**src/rtl/rcb_frl_msg_tx_if.sv**
```systemverilog
// Purpose: FIFO read port and byte-stream signals of the FRL message transmitter.
//  master: transmitter side (drives fifo_rden and the tx_* stream, reads FIFO status/data, tx_ready)
//  slave : FIFO / sink side (drives fifo_empty, fifo_do, tx_ready)
interface rcb_frl_msg_tx_if;
    logic        fifo_empty;
    logic [39:0] fifo_do;
    logic        fifo_rden;
    logic [7:0]  tx_data;
    logic        tx_valid;
    logic        tx_ready;
    logic        tx_sof;
    logic        tx_eof;

    modport master (
        input  fifo_empty, fifo_do, tx_ready,
        output fifo_rden, tx_data, tx_valid, tx_sof, tx_eof
    );

    modport slave (
        output fifo_empty, fifo_do, tx_ready,
        input  fifo_rden, tx_data, tx_valid, tx_sof, tx_eof
    );
endinterface

```
**src/rtl/rcb_frl_msg_tx.sv**
```systemverilog
// Purpose: pops one 40-bit FRL message from the FIFO (standard mode, output register on)
//  and sends it as a 7-byte frame (header, 5 payload bytes MSB first, checksum) on a
//  byte-wide valid/ready stream.
// Ports:
//  clk      in   single clock (FIFO read clock and stream clock)
//  rst      in   asynchronous reset, active high
//  enable   in   allows new frames to start; a started frame always completes
//  bus      if   master side: fifo_empty/fifo_do/fifo_rden and tx_data/valid/ready/sof/eof
//  busy     out  high in every state except IDLE
//  msg_cnt  out  frames fully sent, wraps modulo 2^CNT_W
module rcb_frl_msg_tx #(
    parameter logic [7:0]  HDR_BYTE   = 8'hF5,
    parameter int unsigned RD_LATENCY = 2,
    parameter int unsigned CNT_W      = 16
) (
    input  logic                 clk,
    input  logic                 rst,
    input  logic                 enable,
    rcb_frl_msg_tx_if.master     bus,
    output logic                 busy,
    output logic [CNT_W-1:0]     msg_cnt
);
    localparam int unsigned MSG_W  = 40;
    localparam int unsigned BYTE_W = 8;
    localparam int unsigned NPAY   = 5;
    localparam int unsigned WAIT_W = (RD_LATENCY > 0) ? $clog2(RD_LATENCY + 1) : 1;
    localparam logic [WAIT_W-1:0] WAIT_LAST = WAIT_W'(RD_LATENCY);
    localparam logic [2:0]        IDX_LAST  = 3'(NPAY - 1);

    typedef enum logic [2:0] {IDLE, RD_WAIT, HDR, PAY, CSUM} state_t;

    state_t             state_q, state_d;
    logic [WAIT_W-1:0]  wcnt_q, wcnt_d;
    logic [2:0]         idx_q, idx_d;
    logic [MSG_W-1:0]   shift_q, shift_d;
    logic [BYTE_W-1:0]  csum_q, csum_d;
    logic               rden_q, rden_d;
    logic               valid_q, valid_d;
    logic [BYTE_W-1:0]  data_q, data_d;
    logic               sof_q, sof_d;
    logic               eof_q, eof_d;
    logic               busy_q, busy_d;
    logic [CNT_W-1:0]   cnt_q, cnt_d;
    logic               xfer_c;

    // Inverted modulo-256 sum of the five payload bytes.
    function automatic logic [BYTE_W-1:0] csum_of(input logic [MSG_W-1:0] w);
        logic [BYTE_W-1:0] s;
        s = '0;
        for (int unsigned i = 0; i < NPAY; i++) begin
            s = s + w[i*BYTE_W +: BYTE_W];
        end
        return ~s;
    endfunction

    assign xfer_c = valid_q & bus.tx_ready;

    // State and output registers.
    always_ff @(posedge clk or posedge rst) begin
        if (rst) begin
            state_q <= IDLE;
            wcnt_q  <= '0;
            idx_q   <= '0;
            shift_q <= '0;
            csum_q  <= '0;
            rden_q  <= 1'b0;
            valid_q <= 1'b0;
            data_q  <= '0;
            sof_q   <= 1'b0;
            eof_q   <= 1'b0;
            busy_q  <= 1'b0;
            cnt_q   <= '0;
        end else begin
            state_q <= state_d;
            wcnt_q  <= wcnt_d;
            idx_q   <= idx_d;
            shift_q <= shift_d;
            csum_q  <= csum_d;
            rden_q  <= rden_d;
            valid_q <= valid_d;
            data_q  <= data_d;
            sof_q   <= sof_d;
            eof_q   <= eof_d;
            busy_q  <= busy_d;
            cnt_q   <= cnt_d;
        end
    end

    // Next state and next register values; stream outputs hold unless a transfer happens.
    always_comb begin
        state_d = state_q;
        wcnt_d  = wcnt_q;
        idx_d   = idx_q;
        shift_d = shift_q;
        csum_d  = csum_q;
        rden_d  = 1'b0;
        valid_d = valid_q;
        data_d  = data_q;
        sof_d   = sof_q;
        eof_d   = eof_q;
        cnt_d   = cnt_q;
        busy_d  = 1'b0;

        case (state_q)
            IDLE: begin
                if (enable && !bus.fifo_empty) begin
                    rden_d  = 1'b1;
                    wcnt_d  = '0;
                    state_d = RD_WAIT;
                end
            end
            RD_WAIT: begin
                // rden is high during the first RD_WAIT cycle; data is valid RD_LATENCY later.
                if (wcnt_q == WAIT_LAST) begin
                    shift_d = bus.fifo_do;
                    csum_d  = csum_of(bus.fifo_do);
                    valid_d = 1'b1;
                    sof_d   = 1'b1;
                    data_d  = HDR_BYTE;
                    state_d = HDR;
                end else begin
                    wcnt_d = wcnt_q + WAIT_W'(1);
                end
            end
            HDR: begin
                if (xfer_c) begin
                    sof_d   = 1'b0;
                    idx_d   = '0;
                    data_d  = shift_q[MSG_W-1 -: BYTE_W];
                    state_d = PAY;
                end
            end
            PAY: begin
                if (xfer_c) begin
                    shift_d = shift_q << BYTE_W;
                    if (idx_q == IDX_LAST) begin
                        data_d  = csum_q;
                        eof_d   = 1'b1;
                        state_d = CSUM;
                    end else begin
                        idx_d  = idx_q + 3'd1;
                        data_d = shift_q[MSG_W-BYTE_W-1 -: BYTE_W];
                    end
                end
            end
            CSUM: begin
                if (xfer_c) begin
                    valid_d = 1'b0;
                    eof_d   = 1'b0;
                    data_d  = '0;
                    cnt_d   = cnt_q + CNT_W'(1);
                    state_d = IDLE;
                end
            end
            default: state_d = IDLE;
        endcase

        busy_d = (state_d != IDLE);
    end

    assign bus.fifo_rden = rden_q;
    assign bus.tx_valid  = valid_q;
    assign bus.tx_data   = data_q;
    assign bus.tx_sof    = sof_q;
    assign bus.tx_eof    = eof_q;
    assign busy          = busy_q;
    assign msg_cnt       = cnt_q;
endmodule
```
**src/flat_wrapper.sv**
```systemverilog
// flat-port wrapper written by rule: the top's interface ports become plain ports
module rcb_frl_msg_tx_flat 
#(
    parameter logic [7:0]  HDR_BYTE   = 8'hF5,
    parameter int unsigned RD_LATENCY = 2,
    parameter int unsigned CNT_W      = 16
)
  (clk, rst, enable, busy, msg_cnt, bus_fifo_empty, bus_fifo_do, bus_tx_ready, bus_fifo_rden, bus_tx_data, bus_tx_valid, bus_tx_sof, bus_tx_eof);
  rcb_frl_msg_tx_if bus_i ();
  input  logic clk;
  input  logic rst;
  input  logic enable;
  output logic busy;
  output logic [CNT_W-1:0] msg_cnt;
  input wire logic [$bits(bus_i.fifo_empty)-1:0] bus_fifo_empty;
  input wire logic [$bits(bus_i.fifo_do)-1:0] bus_fifo_do;
  input wire logic [$bits(bus_i.tx_ready)-1:0] bus_tx_ready;
  output wire logic [$bits(bus_i.fifo_rden)-1:0] bus_fifo_rden;
  output wire logic [$bits(bus_i.tx_data)-1:0] bus_tx_data;
  output wire logic [$bits(bus_i.tx_valid)-1:0] bus_tx_valid;
  output wire logic [$bits(bus_i.tx_sof)-1:0] bus_tx_sof;
  output wire logic [$bits(bus_i.tx_eof)-1:0] bus_tx_eof;
  assign bus_i.fifo_empty = bus_fifo_empty;
  assign bus_i.fifo_do = bus_fifo_do;
  assign bus_i.tx_ready = bus_tx_ready;
  assign bus_fifo_rden = bus_i.fifo_rden;
  assign bus_tx_data = bus_i.tx_data;
  assign bus_tx_valid = bus_i.tx_valid;
  assign bus_tx_sof = bus_i.tx_sof;
  assign bus_tx_eof = bus_i.tx_eof;
  rcb_frl_msg_tx #(.HDR_BYTE(HDR_BYTE), .RD_LATENCY(RD_LATENCY), .CNT_W(CNT_W)) u_core (.clk(clk), .rst(rst), .enable(enable), .bus(bus_i), .busy(busy), .msg_cnt(msg_cnt));
endmodule
```
**config.mk**
```make
export PLATFORM = sky130hd
export DESIGN_NAME = rcb_frl_msg_tx_flat
export DESIGN_NICKNAME = d
export VERILOG_FILES = /design/src/rtl/rcb_frl_msg_tx_if.sv /design/src/rtl/rcb_frl_msg_tx.sv /design/src/flat_wrapper.sv
export SDC_FILE = /design/constraint.sdc
export NUM_CORES = 1
export LEC_CHECK = 0
export BUFFER_PORTS_ARGS = -buffer_cell sky130_fd_sc_hd__buf_2
export CAP_MARGIN = 10
export CORE_ASPECT_RATIO = 1.1
export CORE_MARGIN = 5
export CORE_UTILIZATION = 35
export DETAILED_ROUTE_END_ITERATION = 10
export HOLD_SLACK_MARGIN = 0.08
export PLACE_DENSITY = 0.68
export RECOVER_POWER = 50
export SLEW_MARGIN = 20
export SYNTH_ARGS = -nofsm -noshare
export SYNTH_HDL_FRONTEND = slang
export SYNTH_SLANG_ARGS = --single-unit
```
**constraint.sdc**
```tcl
create_clock -name clk -period 2.2 [get_ports clk]
set_clock_uncertainty 0.05 [all_clocks]
set_input_delay 0.11 -clock clk [delete_from_list [all_inputs] [get_ports clk]]
set_output_delay 0.11 -clock clk [all_outputs]
set_load 0.005 [all_outputs]
```
==> impl_metrics.py, run 1 <==
metrics = {
    "worst_setup_path": {
        "critical_path_cell_count": 14,
        "cell_breakdown_of_the_critical_path": "buf_8 -> inv_4 -> fa_1 -> fa_1 -> fa_1 -> inv_1 -> ha_2 -> inv_2 -> fa_2 -> nor2b_4 -> o31a_1 -> o22ai_2 -> xnor2_1 -> o21ai_1",
        "worst_path_max_delay_cell": "sky130_fd_sc_hd__fa_1",
        "critical_path_buf_inv_count": 4,
        "worst-setup-path-type": "in -> reg",
        "worst_setup_ep": "u_core.csum_q[7]",
        "worstSetupStartpointType": "input port",
        "worstSetupEndpointType": "flip-flop",
        "required_ps": 2380,
        "worst-r2r-setup-slack_ps": 250,
        "reg_to_reg_critical_path_endpoint": "u_core.bus.tx_data[2]",
        "timing.critical_path.from": "bus_fifo_do[9]",
        "critPathTopFamily": "adder cells",
        "cp_max_fo": 2,
        "cpPeakStageDelay_ps": 550,
        "r2r_start": "u_core.idx_q[0]",
        "cpMostUsedCell": "sky130_fd_sc_hd__fa_1",
        "rr_worst_depth": 7,
        "critPathArrivalTime_ps": 2930,
    },
    "timing": {
        "setup_viol": 6,
        "final_critical_path_setup_slack_ps": -556.4,
        "final.hold.worst_slack_ps": 99.21,
        "fin_crit_ps": 2756,
        "rsz0062_at_grt": "yes",
        "tns_ps": -2352,
        "layout_worst_path_cycle_share_pct": 125.3,
        "number_of_pins_with_negative_max_slew_slack_in_the_final_report": 0,
        "fmax_ghz": 0.3628,
        "maxSlewHeadroom_pct": 14.35,
        "hold_violations": 0,
        "max_slew.worst_pin.slew_ps": 1278,
    },
    "cts": {
        "cts.clk_slew.worst_paths_ps": 70,
        "clock_tree.buffer_depth": 2,
        "tritoncts_sink_count": 85,
        "cts-htree-levels": 3,
        "clockRootBuffer": "sky130_fd_sc_hd__clkbuf_16",
        "cts-buffers-inserted": 9,
        "clkLatencyLatePin_ps": 350,
        "tritoncts": "yes",
    },
    "layout": {
        "drive_gt1_share_pct": 21.44,
        "area_growth_syn_to_layout_pct": 32.71,
        "layoutNonFillerInstCount": 827,
        "final_core_util_pct": 46.79,
        "antennaDiodeCount": 0,
        "finalNetCount": 711,
        "nFillCells": 1272,
    },
    "detailed_routing": {
        "route.detailed.drc": 0,
        "dr.first_iter.drc_count": 211,
        "post_detailed_route_via_to_cell_ratio": 4.674,
        "firstDrtPassIters": 4,
        "route.final.wire_length_um": 11290,
        "post_drt_wl_per_cell_um": 13.65,
        "route.antenna.remaining_nets": 0,
        "dr_total_vias": 3865,
    },
    "yosys": {
        "syn_nets": 580,
        "post_synth_num_cell_types": 46,
        "synth.yosys.warnings": 0,
        "seq_total_area_yosys_pct": 44.10,
        "synth_area_mm2": 0.004823,
        "synthArstFlopShare_pct": 100.0,
        "synth_area_per_cell_um2": 9.589,
        "ys_ff_latch": 85,
        "synth_edf_count": 0,
        "synthCells": 503,
        "postSynth.topFlopCell": "sky130_fd_sc_hd__dfrtp_1",
    },
    "placed_design": {
        "globalplace.congestion": 0.7665,
        "numPortBuffers": 73,
        "dpl_worst_slack_ps": -971.6,
        "placed_cells": 774,
        "hpwlAfterDp_um": 8111,
    },
    "die": {
        "ioPinCount": 74,
        "dieWidth_um": 121.9,
        "core-area_mm2": 0.01368,
        "placement_rows": 45,
        "dieArea_mm2": 0.01623,
        "floorplan.initialDensity_pct": 35.25,
        "dieHeight_um": 133.1,
    },
    "run": {
        "drv.max_cap_violation_count": 0,
    },
    "global_route": {
        "grt_first_pass_wirelength_um": 18770,
        "first_global_vias": 4005,
        "grt-ovfl-total": 0,
        "grt_antenna_before_repair": 0,
        "pin_count_of_the_biggest_net_entering_global_routing": 73,
        "grt_usage_pct": 14.59,
    },
    "hold_path": {
        "worst_hold_startpoint": "bus_fifo_do[5]",
        "tightest_hold_check_type": "in -> reg",
    },
    "status": {
        "run_status": "finished, violations left",
        "violations": "setup timing",
    },
    "power": {
        "leakage_nw": 3.255,
        "pwr_density_cell_mw_per_mm2": 1146,
        "vdd_ir_drop_max_mv": 0.6620,
    },
}
[repair_timing]
| item | CTS | global route |
|---|---|---|
| hold buffers | 33 | 1 |
| endpoints found under the setup margin | 6 | 6 |
| buffers inserted | 0 | 3 |
| resized for setup | 15 | 7 |
| gates cloned | 0 | 0 |
| pin swaps | 18 | 8 |
| endpoints found under the hold margin | 60 | 1 |
[worst min-delay path by stage]
stage | end | slack [ps] | depth (start not counted)
after floorplan | u_core.shift_q[0] | 190 | 1
after global placement | u_core.msg_cnt[7] | 200 | 2
after detailed placement | u_core.bus.tx_data[6] | 220 | 2
after CTS | u_core.shift_q[2] | 80 | 4
after global routing | u_core.shift_q[5] | 120 | 4
final | u_core.shift_q[5] | 100 | 4
[state kept, by name (all words and copies together), names as in the netlist]
signal                count
u_core.shift_q           40
u_core.bus.tx_valid       1
u_core.idx_q              3
u_core.bus.tx_sof         1
u_core.bus.tx_eof         1
u_core.bus.fifo_rden      1
u_core.busy               1
u_core.csum_q             8
u_core.state_q            3
u_core.wcnt_q             2
u_core.msg_cnt           16
u_core.bus.tx_data        8
[cells by family after synthesis]
logic type	after synthesis	share of synthesized area, %
xor gates and xnor gates	25	4.540
adders and majority gates	32	11.41
and+or+nand+nor	136	13.49
AOI/OAI and AO/OA	94	10.45
buffers and inverters	89	7.237
muxes	42	8.768
DFF	85	44.10
[cell type report]
type	count	area (um2)	area share, %
Clock buffer	10	239.0	3.733
Timing Repair Buffer	141	1013	15.83
Clock inverter	6	86.33	1.349
Tap cell	188	235.2	3.675
Multi-Input combinational cell	329	2421	37.82
Sequential cell	85	2127	33.23
Inverter	68	279.0	4.359
[cell usage after synthesis (2+ instances only)]
cell type,n,area share (%)
sky130_fd_sc_hd__nor3_1,3,0.31
sky130_fd_sc_hd__xnor2_1,18,3.3
sky130_fd_sc_hd__o21ai_1,11,1.1
sky130_fd_sc_hd__and2_1,2,0.26
sky130_fd_sc_hd__nor2_1,21,1.6
sky130_fd_sc_hd__fa_1,20,8.3
sky130_fd_sc_hd__o2111ai_1,2,0.36
sky130_fd_sc_hd__clkbuf_1,15,1.2
sky130_fd_sc_hd__buf_4,3,0.47
sky130_fd_sc_hd__buf_2,3,0.31
sky130_fd_sc_hd__mux2i_1,40,8.3
sky130_fd_sc_hd__nand2_1,70,5.4
sky130_fd_sc_hd__xor2_1,7,1.3
sky130_fd_sc_hd__o21ai_0,53,5.5
sky130_fd_sc_hd__nand4_1,4,0.52
sky130_fd_sc_hd__nor4_1,2,0.26
sky130_fd_sc_hd__nand3_1,13,1.3
sky130_fd_sc_hd__o22ai_1,2,0.26
sky130_fd_sc_hd__and3_1,3,0.39
sky130_fd_sc_hd__dfrtp_1,85,44
sky130_fd_sc_hd__a21oi_1,18,1.9
sky130_fd_sc_hd__or3_1,3,0.39
sky130_fd_sc_hd__inv_1,68,5.3
sky130_fd_sc_hd__nand2b_1,3,0.39
sky130_fd_sc_hd__a22o_1,2,0.36
sky130_fd_sc_hd__ha_1,12,3.1
[per-stage QoR]
stage,instance area [um2],total power [W]
floorplan,4886,0.004597
global placement,5683,0.005417
detailed placement,5683,0.005552
CTS,6395,0.007357
global route,6401,0.007927
finish,6401,0.007338
[worst reg2reg max path: stages, from the launching register on]
cell and delay [ps]:
sky130_fd_sc_hd__dfrtp_1 400, sky130_fd_sc_hd__inv_1 60, sky130_fd_sc_hd__ha_1 250, sky130_fd_sc_hd__nand2_1 410, sky130_fd_sc_hd__mux2i_1 270, sky130_fd_sc_hd__a21oi_1 90, sky130_fd_sc_hd__o21ai_0 180, sky130_fd_sc_hd__a21oi_1 90
[report_power, final]
group	switching [W]	internal, W	leakage (nW)	total, W
Sequential	0.000370	0.00211	1.07	0.00248
Combinational	0.00170	0.00148	2.02	0.00318
Clock	0.000661	0.00102	0.158	0.00168
[routing by layer]
layer / global-route usage (%) / wire length (um)
met3: 4.331 / 562
met2: 24.69 / 5579
met1: 17.93 / 4988
met5: 0 / 0
met4: 4.421 / 155
[placed cells by master (no fill, tap or decap), types with 2 or more instances in the layout]
cell type and instances:
sky130_fd_sc_hd__a21oi_1 16, sky130_fd_sc_hd__a21oi_2 2, sky130_fd_sc_hd__a22o_1 2, sky130_fd_sc_hd__and2_1 2, sky130_fd_sc_hd__and3_1 3, sky130_fd_sc_hd__buf_12 2, sky130_fd_sc_hd__buf_2 52, sky130_fd_sc_hd__buf_4 30
sky130_fd_sc_hd__buf_6 3, sky130_fd_sc_hd__buf_8 3, sky130_fd_sc_hd__bufinv_16 2, sky130_fd_sc_hd__clkbuf_1 15, sky130_fd_sc_hd__clkbuf_16 9, sky130_fd_sc_hd__clkinv_2 2, sky130_fd_sc_hd__dfrtp_1 85, sky130_fd_sc_hd__dlygate4sd3_1 34
sky130_fd_sc_hd__fa_1 19, sky130_fd_sc_hd__ha_1 9, sky130_fd_sc_hd__ha_4 2, sky130_fd_sc_hd__inv_1 58, sky130_fd_sc_hd__inv_2 4, sky130_fd_sc_hd__inv_4 3, sky130_fd_sc_hd__inv_8 2, sky130_fd_sc_hd__mux2i_1 40
sky130_fd_sc_hd__nand2_1 69, sky130_fd_sc_hd__nand2b_1 3, sky130_fd_sc_hd__nand3_1 12, sky130_fd_sc_hd__nand4_1 4, sky130_fd_sc_hd__nor2_1 21, sky130_fd_sc_hd__nor3_1 3, sky130_fd_sc_hd__nor4_1 2, sky130_fd_sc_hd__o2111ai_1 2
sky130_fd_sc_hd__o21ai_0 52, sky130_fd_sc_hd__o21ai_1 12, sky130_fd_sc_hd__or3_1 3, sky130_fd_sc_hd__xnor2_1 16, sky130_fd_sc_hd__xnor2_2 2, sky130_fd_sc_hd__xor2_1 7
No activity file was read; power rests on OpenSTA's default activity.
==> run 2: changes to the inputs <==
- PLACE_DENSITY: 0.68 -> 0.66
- clock period: 2.2 -> 3.42 ns (I/O delays scaled with it)
==> run 2 against run 1 <==
The flow finishes with violations (capacitance limit, slew limit). Combinational power down 45%. Hold slack worse by 19 ps. Sequential power down 36%. Clock power down 45%. Sequential share of layout area up 3.9 points. Routed wire length down 10%. Power down 42%.
==> impl_metrics.py, run 2 (same netlist as run 1, synthesis figures left out) <==
metrics = {
    "status": {
        "run_status": "finished, violations left",
        "violations": "capacitance limit, slew limit",
    },
    "timing": {
        "maxSlewHeadroom_pct": -17.22,
        "final_critical_path_setup_slack_ps": 162.4,
        "number_of_pins_with_negative_max_slew_slack_in_the_final_report": 71,
        "max_slew.worst_pin.slew_ps": 1758,
        "fmax_ghz": 0.3070,
        "hold_violations": 0,
        "layout_worst_path_cycle_share_pct": 95.25,
        "tns_ps": 0,
        "setup_viol": 0,
        "fin_crit_ps": 3258,
        "rsz0062_at_grt": "no",
    },
    "worst_setup_path": {
        "worst-setup-path-type": "in -> reg",
        "required_ps": 3560,
        "cp_max_fo": 4,
        "cpMostUsedCell": "sky130_fd_sc_hd__inv_1",
        "cpPeakStageDelay_ps": 540,
        "cell_breakdown_of_the_critical_path": "dlygate4sd3_1 -> buf_2 -> inv_1 -> fa_1 -> inv_1 -> fa_1 -> inv_1 -> fa_1 -> inv_1 -> ha_4 -> o21a_1 -> o31a_1 -> o22ai_2 -> xnor2_1 -> o21ai_1",
        "worstSetupEndpointType": "flip-flop",
        "worstSetupStartpointType": "input port",
        "critPathArrivalTime_ps": 3390,
        "worst_path_max_delay_cell": "sky130_fd_sc_hd__fa_1",
    },
    "cts": {
        "tritoncts_sink_count": 85,
        "clock_tree.buffer_depth": 2,
        "clkLatencyLatePin_ps": 340,
        "cts-htree-levels": 3,
        "cts-buffers-inserted": 9,
        "clockRootBuffer": "sky130_fd_sc_hd__clkbuf_16",
        "tritoncts": "yes",
        "cts.clk_slew.worst_paths_ps": 60,
    },
    "hold_path": {
        "tightest_hold_check_type": "in -> reg",
    },
    "power": {
        "pwr-share-comb_pct": 41.2,
        "report.power.total_w": 0.004254,
        "pwr_density_cell_mw_per_mm2": 742.9,
        "total_internal_power_w": 0.002639,
        "vdd_ir_drop_max_mv": 0.3684,
        "leakage_nw": 2.940,
        "switching_share_pct": 37.95,
        "power.sequential.fraction_pct": 37.1,
        "clockPowerShare_pct": 21.6,
        "net-switching-power_w": 0.001614,
    },
    "detailed_routing": {
        "post_drt_wl_per_cell_um": 13.17,
        "dr_total_vias": 3569,
        "route.detailed.drc": 0,
        "post_detailed_route_via_to_cell_ratio": 4.635,
        "route.final.wire_length_um": 10140,
        "dr.first_iter.drc_count": 152,
        "route.antenna.remaining_nets": 0,
        "firstDrtPassIters": 5,
    },
    "global_route": {
        "grt-ovfl-total": 0,
        "grt_usage_pct": 13.27,
        "grt_antenna_before_repair": 0,
        "pin_count_of_the_biggest_net_entering_global_routing": 73,
        "first_global_vias": 3688,
        "grt_first_pass_wirelength_um": 17420,
    },
    "layout": {
        "finalNetCount": 655,
        "final_common_cell": "sky130_fd_sc_hd__dfrtp_1",
        "area_growth_syn_to_layout_pct": 18.70,
        "antennaDiodeCount": 0,
        "final_area_mm2": 0.005725,
        "layoutNonFillerInstCount": 770,
        "area_of_the_multi_input_gates_mm2": 0.002377,
        "nFillCells": 1355,
        "drive_gt1_share_pct": 15.64,
        "layout_common_cells": "sky130_fd_sc_hd__dfrtp_1 (85), sky130_fd_sc_hd__nand2_1 (69), sky130_fd_sc_hd__inv_1 (66)",
        "layout.area.seq_mm2": 0.002127,
        "largest_register_ff_count": 40,
        "largest_register": "u_core.shift_q",
    },
    "placed_design": {
        "hpwlAfterDp_um": 7573,
        "placed_cells": 748,
        "postPlaceCellArea_mm2": 0.005376,
        "dpl_worst_slack_ps": 89.69,
        "numPortBuffers": 73,
        "globalplace.congestion": 0.7567,
    },
    "die": {
        "dieWidth_um": 121.9,
        "core-area_mm2": 0.01368,
        "placement_rows": 45,
        "dieArea_mm2": 0.01623,
        "floorplan.initialDensity_pct": 35.25,
        "dieHeight_um": 133.1,
        "ioPinCount": 74,
    },
    "run": {
        "drv.max_cap_violation_count": 1,
    },
}
-- run 2: changes by cell type in the layout (fill, tap and decap cells not counted), sizes merged --
cell         delta
dlygate4sd3    -28
clkinv          -2
buf            -30
clkinvlp        +1
clkbuf          +4
bufinv          -2
-- run 2: metrics by stage --
| stage | hold WS, ps | util [%] |
|---|---|---|
| 2_1_floorplan | 253.7 | - |
| 3_3_place_gp | 73.70 | 39.30 |
| 3_5_place_dp | 79.13 | 39.30 |
| 4_1_cts | 82.88 | 41.83 |
| 5_1_grt | 83.44 | 41.85 |
| 6_report | 80.11 | 41.85 |
-- run 2: repair_timing --
item / CTS / global route
setup buffers: 0 / 1
hold buffers: 6 / 0
endpoints found under the hold margin: 20 / 0
setup endpoints to repair: 0 / 2
gates resized for setup: 0 / 8
-- run 2: cell type report --
type / instances / area share (%)
clock inverter: 3 / 0.3497
inverter: 68 / 4.480
sequential: 85 / 37.15
timing repair buffer: 85 / 7.736
tap: 188 / 4.108
multi-input combinational: 329 / 41.52
clock buffer: 12 / 4.655
-- run 2: power by group through the flow --
| stage | clock, W | sequential [W] | combinational (W) |
|---|---|---|---|
| floorplan | 0 | 0.00153 | 0.00137 |
| global placement | 0 | 0.00158 | 0.00169 |
| detailed placement | 0 | 0.00160 | 0.00174 |
| CTS | 0.000946 | 0.00158 | 0.00176 |
| global route | 0.000996 | 0.00163 | 0.00203 |
| finish | 0.000921 | 0.00158 | 0.00175 |
-- run 2: per-layer routing --
layer | share of wire (%) | track usage, %
met1 | 45 | 17.04
met2 | 49 | 22.11
met3 | 5.4 | 3.439
met4 | 1.1 | 3.736
met5 | 0 | 0
-- run 2: worst max-delay path, delay by kind of cell --
kind	cells	cell delay (ps)
adders and majority gates	4	1810
buffers and inverters	6	820
AOI/OAI and AO/OA	4	410
xor gates and xnor gates	1	160
-- run 2: path summary, 6_finish.rpt --
path / to / slack (ps) / depth (start not counted) / from
hold reg to reg: u_core.msg_cnt[15] / 420 / 1 / u_core.msg_cnt[15]
hold / removal: u_core.bus.fifo_rden / 80 / 3 / bus_fifo_empty
setup / recovery: u_core.csum_q[7] / 160 / 15 / bus_fifo_do[5]
max in group asynchronous: u_core.bus.tx_valid / 830 / 4 / rst
setup reg to reg: u_core.busy / 920 / 6 / u_core.state_q[0]
min in group asynchronous: u_core.msg_cnt[11] / 380 / 3 / rst
==> run 3: changes to the inputs <==
- CTS_BUF_LIST: default -> sky130_fd_sc_hd__clkbuf_4
- CTS_CLUSTER_SIZE: default -> 14
- PLACE_DENSITY: 0.66 -> default
==> run 3 against run 2 <==
The run still ends with capacitance limit, slew limit left. Largest power group unchanged. Critical path type unchanged. Critical endpoint unchanged. Clock-buffer cell count is 1 lower. Largest cell class unchanged. Combinational power is 3% higher. Sequential cell count stayed put.
==> impl_metrics.py, run 3 (same netlist as run 1, synthesis figures left out) <==
metrics = {
    "run": {
        "drv.max_cap_violation_count": 1,
    },
    "timing": {
        "layout_worst_path_cycle_share_pct": 96.66,
        "fin_crit_ps": 3306,
        "maxSlewHeadroom_pct": -46.63,
        "fmax_ghz": 0.3025,
        "final.hold.worst_slack_ps": 194.1,
        "max_slew.worst_pin.slew_ps": 2187,
        "setup_viol": 0,
        "hold_violations": 0,
        "tns_ps": 0,
        "number_of_pins_with_negative_max_slew_slack_in_the_final_report": 48,
    },
    "detailed_routing": {
        "dr_total_vias": 3758,
        "post_drt_wl_per_cell_um": 13.59,
        "route.antenna.remaining_nets": 0,
        "post_detailed_route_via_to_cell_ratio": 4.645,
        "dr.first_iter.drc_count": 189,
        "route.detailed.drc": 0,
        "firstDrtPassIters": 5,
        "route.final.wire_length_um": 10990,
    },
    "die": {
        "placement_rows": 45,
        "dieArea_mm2": 0.01623,
        "ioPinCount": 74,
        "dieHeight_um": 133.1,
        "dieWidth_um": 121.9,
        "core-area_mm2": 0.01368,
        "floorplan.initialDensity_pct": 35.25,
    },
    "worst_setup_path": {
        "critPathArrivalTime_ps": 3570,
        "worstSetupEndpointType": "flip-flop",
        "cp_max_fo": 2,
        "required_ps": 3680,
        "worstSetupStartpointType": "input port",
        "worst-r2r-setup-slack_ps": 1260,
        "worst-setup-path-type": "in -> reg",
        "r2r_start": "u_core.state_q[2]",
        "reg_to_reg_critical_path_endpoint": "u_core.csum_q[6]",
        "cell_breakdown_of_the_critical_path": "dlygate4sd3_1 -> buf_2 -> inv_2 -> fa_1 -> fa_1 -> fa_1 -> inv_1 -> ha_2 -> inv_1 -> fa_2 -> nor2b_2 -> o31a_1 -> o22ai_2 -> xnor2_1 -> o21ai_1",
        "cpMostUsedCell": "sky130_fd_sc_hd__fa_1",
        "rr_worst_depth": 5,
        "critical_path_buf_inv_count": 5,
        "cpPeakStageDelay_ps": 520,
        "worst_path_max_delay_cell": "sky130_fd_sc_hd__dlygate4sd3_1",
        "critPathTopFamily": "adder cells",
    },
    "global_route": {
        "grt_antenna_before_repair": 0,
        "grt_first_pass_wirelength_um": 18860,
        "first_global_vias": 4018,
        "grt_usage_pct": 14.32,
        "pin_count_of_the_biggest_net_entering_global_routing": 73,
        "grt-ovfl-total": 0,
    },
    "status": {
        "violations": "capacitance limit, slew limit",
        "run_status": "finished, violations left",
    },
    "layout": {
        "antennaDiodeCount": 0,
        "largest_register_ff_count": 40,
        "largest_register": "u_core.shift_q",
        "nFillCells": 1367,
        "drive_gt1_share_pct": 15.78,
        "final_area_mm2": 0.005942,
        "final_common_cell": "sky130_fd_sc_hd__dfrtp_1",
        "finalNetCount": 694,
        "layout_common_cells": "sky130_fd_sc_hd__dfrtp_1 (85), sky130_fd_sc_hd__nand2_1 (69), sky130_fd_sc_hd__inv_1 (64)",
        "area_growth_syn_to_layout_pct": 23.19,
    },
    "power": {
        "vdd_ir_drop_max_mv": 0.2611,
        "leakage_nw": 3.040,
        "report.power.total_w": 0.003878,
        "pwr_density_cell_mw_per_mm2": 652.6,
    },
    "hold_path": {
        "hold_path_end": "u_core.wcnt_q[0]",
        "tightest_hold_check_type": "in -> reg",
        "worst_hold_startpoint": "bus_fifo_empty",
        "hold_path_depth": 6,
    },
    "cts": {
        "clock_tree.buffer_depth": 2,
        "clockRootBuffer": "sky130_fd_sc_hd__clkbuf_4",
        "cts-buffers-inserted": 9,
        "clkLatencyLatePin_ps": 440,
        "cts.clk_slew.worst_paths_ps": 130,
        "tritoncts_sink_count": 85,
        "cts-htree-levels": 3,
        "tritoncts": "yes",
    },
    "placed_design": {
        "numPortBuffers": 73,
        "globalplace.congestion": 0.7837,
        "hpwlAfterDp_um": 7784,
        "postPlaceCellArea_mm2": 0.005384,
    },
}
[run 3: cell count changes in the layout (fill, tap and decap cells not counted), sizes merged]
cell / delta
dlygate4sd3: +38
buf: +7
clkbuf: -7
clkinv: +3
clkinvlp: -2
[run 3: repair_timing]
action,in CTS,in global routing
hold endpoints to repair,88,0
hold buffers,44,0
endpoints found under the setup margin,0,4
gates resized for setup,0,10
buffers inserted,0,2
[run 3: cell type report]
cell class,instances,area [um2],area share [%]
Clock buffer,11,82.58,1.390
Timing Repair Buffer,124,839.6,14.13
Clock inverter,4,16.27,0.2737
Tap cell,188,235.2,3.959
Sequential cell,85,2127,35.80
Multi-Input combinational cell,329,2385,40.13
Inverter,68,256.5,4.317
[run 3: worst max path at each step]
stage / start / to / depth (start not counted)
CTS: bus_fifo_do[1] / u_core.csum_q[7] / 15
finish: bus_fifo_do[9] / u_core.csum_q[7] / 15
floorplan: bus_fifo_do[3] / u_core.csum_q[7] / 13
global placement: bus_fifo_do[1] / u_core.csum_q[7] / 14
global route: bus_fifo_do[9] / u_core.csum_q[7] / 15
detailed placement: bus_fifo_do[1] / u_core.csum_q[7] / 14
[run 3: worst min-delay path, cell delays in order]
cell                       delay, ps
sky130_fd_sc_hd__buf_2            70
sky130_fd_sc_hd__nand2b_1        120
sky130_fd_sc_hd__mux2i_1          70
sky130_fd_sc_hd__nand2_1         100
sky130_fd_sc_hd__nand2_1          60
sky130_fd_sc_hd__o21ai_0          60
[run 3: per-layer routing]
metal,GRT usage (%),up-vias,part of all wire [%]
met4,5.293,0,1.8
met2,24.63,94,49
met5,0,-,0
met1,17.96,1771,45
met3,2.505,14,4.3
li1,-,1879,-
[run 3: power by group]
part	switching, W	internal [W]	total (W)
combinational	0.00103	0.000778	0.00181
sequential	0.000229	0.00135	0.00158
clock	0.000334	0.000155	0.000489
total	0.00159	0.00228	0.00388
[run 3: stage by stage]
step / utilization, % / setup slack, ps / cells
detailed placement: 39.35 / 71.05 / 749
global placement: 39.35 / 150.1 / 749
CTS: 43.29 / 59.83 / 808
finish: 43.43 / 114.1 / 809
floorplan: - / 351.1 / 503
global route: 43.43 / -34.80 / 809
